File: src/rtl/fractal_sync_1d_rf_ctrl.sv
`timescale 1ns/1ps
// Fractal-sync 1D remote-RF request controller: one IDLE/CHECK/RESP engine per port.
// Each engine buffers one request, checks it against the remote RF once, and reports DONE/ERR.

module fractal_sync_1d_rf_ctrl_port #(
    parameter int unsigned LEVEL_WIDTH = 1,
    parameter int unsigned ID_WIDTH    = 1
) (
    input  logic                   clk_i,
    input  logic                   rst_ni,
    input  logic                   req_valid_i,
    output logic                   req_ready_o,
    input  logic [LEVEL_WIDTH-1:0] req_level_i,
    input  logic [ID_WIDTH-1:0]    req_id_i,
    output logic [LEVEL_WIDTH-1:0] rf_level_o,
    output logic [ID_WIDTH-1:0]    rf_id_o,
    output logic                   rf_check_o,
    input  logic                   rf_present_i,
    input  logic                   rf_sig_err_i,
    input  logic                   rf_bypass_i,
    input  logic                   rf_ignore_i,
    output logic                   resp_valid_o,
    input  logic                   resp_ready_i,
    output logic                   resp_err_o,
    output logic [LEVEL_WIDTH-1:0] resp_level_o,
    output logic [ID_WIDTH-1:0]    resp_id_o
);
    typedef struct packed {
        logic [LEVEL_WIDTH-1:0] level;
        logic [ID_WIDTH-1:0]    id;
    } sync_req_t;

    typedef enum logic [1:0] {IDLE, CHECK, RESP} state_e;

    state_e    state_q, state_d;
    sync_req_t buf_q, buf_d;
    logic      err_q, err_d;

    always_ff @(posedge clk_i or negedge rst_ni) begin
        if (!rst_ni) begin
            state_q <= IDLE;
            buf_q   <= '0;
            err_q   <= 1'b0;
        end else begin
            state_q <= state_d;
            buf_q   <= buf_d;
            err_q   <= err_d;
        end
    end

    // The RF answer is only valid during CHECK and the RF commits its update at the
    // end of that cycle, so CHECK always leaves after one cycle.
    always_comb begin
        state_d      = state_q;
        buf_d        = buf_q;
        err_d        = err_q;
        req_ready_o  = 1'b0;
        rf_check_o   = 1'b0;
        resp_valid_o = 1'b0;
        unique case (state_q)
            IDLE: begin
                req_ready_o = 1'b1;
                if (req_valid_i) begin
                    buf_d.level = req_level_i;
                    buf_d.id    = req_id_i;
                    err_d       = 1'b0;
                    state_d     = CHECK;
                end
            end
            CHECK: begin
                rf_check_o = 1'b1;
                if (rf_sig_err_i) begin
                    err_d   = 1'b1;
                    state_d = RESP;
                end else if (rf_ignore_i) begin
                    state_d = IDLE;
                end else if (rf_bypass_i || rf_present_i) begin
                    err_d   = 1'b0;
                    state_d = RESP;
                end else begin
                    state_d = IDLE;
                end
            end
            RESP: begin
                resp_valid_o = 1'b1;
                if (resp_ready_i) state_d = IDLE;
            end
            default: state_d = IDLE;
        endcase
    end

    assign rf_level_o   = buf_q.level;
    assign rf_id_o      = buf_q.id;
    assign resp_err_o   = err_q;
    assign resp_level_o = buf_q.level;
    assign resp_id_o    = buf_q.id;

`ifndef SYNTHESIS
    a_check_single : assert property (@(posedge clk_i) disable iff (!rst_ni)
        rf_check_o |=> !rf_check_o);
    a_resp_stable : assert property (@(posedge clk_i) disable iff (!rst_ni)
        resp_valid_o && !resp_ready_i |=> resp_valid_o && $stable({resp_err_o, resp_level_o, resp_id_o}));
`endif

endmodule

module fractal_sync_1d_rf_ctrl #(
    parameter int unsigned LEVEL_WIDTH = 1,
    parameter int unsigned ID_WIDTH    = 1,
    parameter int unsigned N_PORTS     = 2
) (
    input  logic                                clk_i,
    input  logic                                rst_ni,
    input  logic [N_PORTS-1:0]                  req_valid_i,
    output logic [N_PORTS-1:0]                  req_ready_o,
    input  logic [N_PORTS-1:0][LEVEL_WIDTH-1:0] req_level_i,
    input  logic [N_PORTS-1:0][ID_WIDTH-1:0]    req_id_i,
    output logic [N_PORTS-1:0][LEVEL_WIDTH-1:0] rf_level_o,
    output logic [N_PORTS-1:0][ID_WIDTH-1:0]    rf_id_o,
    output logic [N_PORTS-1:0]                  rf_check_o,
    input  logic [N_PORTS-1:0]                  rf_present_i,
    input  logic [N_PORTS-1:0]                  rf_sig_err_i,
    input  logic [N_PORTS-1:0]                  rf_bypass_i,
    input  logic [N_PORTS-1:0]                  rf_ignore_i,
    output logic [N_PORTS-1:0]                  resp_valid_o,
    input  logic [N_PORTS-1:0]                  resp_ready_i,
    output logic [N_PORTS-1:0]                  resp_err_o,
    output logic [N_PORTS-1:0][LEVEL_WIDTH-1:0] resp_level_o,
    output logic [N_PORTS-1:0][ID_WIDTH-1:0]    resp_id_o
);
    // Ports are independent; same-cycle pairing is arbitrated inside the RF.
    for (genvar gi = 0; gi < N_PORTS; gi++) begin : g_port
        fractal_sync_1d_rf_ctrl_port #(
            .LEVEL_WIDTH (LEVEL_WIDTH),
            .ID_WIDTH    (ID_WIDTH)
        ) i_port (
            .clk_i        (clk_i),
            .rst_ni       (rst_ni),
            .req_valid_i  (req_valid_i[gi]),
            .req_ready_o  (req_ready_o[gi]),
            .req_level_i  (req_level_i[gi]),
            .req_id_i     (req_id_i[gi]),
            .rf_level_o   (rf_level_o[gi]),
            .rf_id_o      (rf_id_o[gi]),
            .rf_check_o   (rf_check_o[gi]),
            .rf_present_i (rf_present_i[gi]),
            .rf_sig_err_i (rf_sig_err_i[gi]),
            .rf_bypass_i  (rf_bypass_i[gi]),
            .rf_ignore_i  (rf_ignore_i[gi]),
            .resp_valid_o (resp_valid_o[gi]),
            .resp_ready_i (resp_ready_i[gi]),
            .resp_err_o   (resp_err_o[gi]),
            .resp_level_o (resp_level_o[gi]),
            .resp_id_o    (resp_id_o[gi])
        );
    end

endmodule

File: config.mk
export PLATFORM = sky130hd
export DESIGN_NAME = fractal_sync_1d_rf_ctrl
export DESIGN_NICKNAME = d
export VERILOG_FILES = /design/src/rtl/fractal_sync_1d_rf_ctrl.sv
export SDC_FILE = /design/constraint.sdc
export NUM_CORES = 1
export LEC_CHECK = 0
export ABC_CLOCK_PERIOD_IN_PS = 2050
export CORE_MARGIN = 4
export CORE_UTILIZATION = 39
export DETAILED_ROUTE_END_ITERATION = 6
export GPL_TIMING_DRIVEN = 0
export PLACE_DENSITY_LB_ADDON = 0.25
export REMOVE_ABC_BUFFERS = 1
export SLEW_MARGIN = 10
export SYNTH_ARGS = -nofsm -noshare
export SYNTH_HDL_FRONTEND = slang
export SYNTH_SLANG_ARGS = --single-unit
export TNS_END_PERCENT = 1
File: constraint.sdc
create_clock -name clk_i -period 2.05 [get_ports clk_i]
set_input_delay 0.3075 -clock clk_i [delete_from_list [all_inputs] [get_ports clk_i]]
set_output_delay 0.3075 -clock clk_i [all_outputs]
set_load 0.01 [all_outputs]
==> impl_metrics.yaml <==
status:
  outcome: "finished clean"
logic_synthesis:
  syn_area_per_cell_um2: 10.5
  async_reset_ff_share_pct: 100
  ys_warn_count: 0
  synthTopCellsByCount: "buf_4, dfrtp_1, inv_1, mux2_2, nor2_1"
  synth.area.top_cells: "dfrtp_1, buf_4, mux2_2"
  ys_ff_latch: 10
  synth_ff_type: "dfrtp_1"
  synth_area_leader_cell: "dfrtp_1"
  yosysTopAreaCellShare_pct: 42.7
  synth_area_um2: 586
  synthCells: 56
  yosysMostFrequentCell: "buf_4"
  synth-edff-count: 0
  seq_area_frac_synth_pct: 42.7
  ys_types: 19
timing:
  setup_tns_ns: 0
  skew_ns: 0.00607
  grt_setup_unrepaired: "false"
  hold_violations: 0
  tightestPinTransition_ns: 0.433
  timing.final.crit_period_ns: 1.79
  drv_slew: 0
  setup_violations: 0
  max_freq_mhz: 558
  timing.final.crit_share_pct: 87.4
  slew_headroom_pct: 71.1
routing:
  dr.pass1.iters: 2
  drc_errors: 0
  vias: 430
  drt_wl_total_mm: 1.11
  vias_per_cell: 4.67
  ant_nets: 0
  drt_iter0_drc: 4
  post_drt_wl_per_cell_um: 12.1
run:
  cap_violations: 0
power:
  p_per_area_nw_per_um2: 1210
  ir_worst_vdd_v: 0.000682
  leakage_nw: 0.363
clocking:
  cts.sinks: 10
  clk_pin_slew_ns: 0.07
  hold_buffers: 0
  htreeDepth: 1
  cts_resized: 0
  cts_buffers: 3
  root_buffer: "clkbuf_4"
  cts_tree: "yes"
  post-cts-setup-buffers: 0
  cts_max_path_buffers: 2
  insertion_delay_ns: 0.26
worst_setup_path:
  cp-end-kind: "primary output"
  cp_max_fo: 5
  reg2reg_slack_ns: 0.85
  startpoint_type: "flop"
  critical_path_required_ns: 1.74
  r2r-start: "g_port[1].i_port.state_q[1]"
  crit_start: "g_port[1].i_port.state_q[0]"
  reg2reg_depth: 2
  cp_data_arrival_time_ns: 1.49
  crit-reg2reg-capture: "g_port[1].i_port.resp_level_o"
  crit_path_end: "resp_valid_o[1]"
  critPathKind: "flop to primary output"
placement:
  dpl_cell_area_um2: 815
  dp_hpwl_um: 945
  port_buffers: 33
  dp_cells: 88
  place.gp.congestion: 0.715
global_route:
  grt_max_degree: 11
  grt_pass1_vias: 427
  grt_usage_pct: 11.4
  overflow: 0
  grt_first_pass_wirelength_mm: 1.73
  antenna_found_initial: 0
finish:
  syn2layout_area_growth_pct: 45.3
  drive_gt1_share_pct: 18.2
  final_area_um2: 851
  final_cells: 92
  n_antenna_cell: 0
  fin_nets: 96
floorplan:
  start_util_pct: 43.4
  dieArea_um2: 2190
  die_y_um: 46.8
  rows: 13
  core_um2: 1350
  ios: 34
  die_x_um: 46.8
worst_hold_path:
  hold_class: "primary input to asynchronous set/reset pin"
-- report_power, final --
group	switching (mW)	total, mW	internal (mW)
registers	0.0728	0.346	0.273
logic	0.178	0.507	0.329
clock network	0.0652	0.173	0.108
total	0.316	1.03	0.709
-- logic make-up after synthesis --
logic type	Yosys count	synth area share, %
buf+inv	20	23.1
simple gates	14	16.9
flops	10	42.7
compound gates	8	9.61
mux	4	7.69
-- critical path: stages, from the launching register on --
cell	delay (ns)
dfrtp_1	0.45
and2b_2	0.25
clkdlybuf4s50_1	0.53
-- layout by cell type, fill, tap and decap left out, drive strengths merged --
master / synthesis / final
clkdlybuf4s50: 0 / 33
nor2: 4 / 4
nand2b: 2 / 2
mux2: 4 / 4
inv: 4 / 4
nand2: 2 / 2
o21ba: 1 / 1
a21oi: 1 / 1
nor3b: 2 / 2
and2b: 1 / 1
a221o: 1 / 1
nor2b: 2 / 2
o32ai: 1 / 1
clkbuf: 0 / 4
and2: 1 / 1
dfrtp: 10 / 10
o21ai: 3 / 3
o211ai: 1 / 1
-- registers in the layout, indices dropped and copies added, names as in the netlist --
register                    cells
g_port.i_port.state_q           4
g_port.i_port.resp_err_o        2
g_port.i_port.resp_id_o         2
g_port.i_port.resp_level_o      2
-- per-layer routing --
| metal | GRT usage, % | part of all wire [%] | vias to the layer above | wire length [um] |
|---|---|---|---|---|
| li1 | - | - | 212 | - |
| met1 | 13.1 | 40 | 192 | 440 |
| met2 | 19.5 | 45 | 26 | 496 |
| met3 | 3.45 | 16 | 0 | 174 |
| met4 | 4.97 | 0 | 0 | 0 |
| met5 | 0 | 0 | - | 0 |
-- layout make-up --
class	count	area [um2]
Timing Repair Buffer	33	330
Tap cell	15	18.8
Fill cell	116	499
Inverter	4	15.0
Sequential cell	10	250
Multi-Input combinational cell	26	200
Clock buffer	4	36.3
-- per-stage QoR --
stage	hold slack, ns	worst slack (ns)	utilization (%)	total power, mW
global placement	0.519	0.529	60.3	0.853
global route	0.392	0.177	63.0	1.09
floorplan	0.0119	0.816	-	0.541
detailed placement	0.528	0.520	60.3	0.865
CTS	0.358	0.235	63.0	1.04
finish	0.350	0.257	63.0	1.03
-- worst min path at each step --
stage	from	endpoint	slack [ns]
2_1_floorplan	rst_ni	g_port[0].i_port.resp_err_o	0.01
3_3_place_gp	g_port[1].i_port.resp_level_o	g_port[1].i_port.resp_level_o	0.52
3_5_place_dp	g_port[0].i_port.resp_id_o	g_port[0].i_port.resp_id_o	0.53
4_1_cts	rst_ni	g_port[0].i_port.resp_level_o	0.36
5_1_grt	rst_ni	g_port[0].i_port.resp_id_o	0.39
6_report	rst_ni	g_port[0].i_port.resp_id_o	0.35
Note: power is estimated with default switching activity, not from simulation.
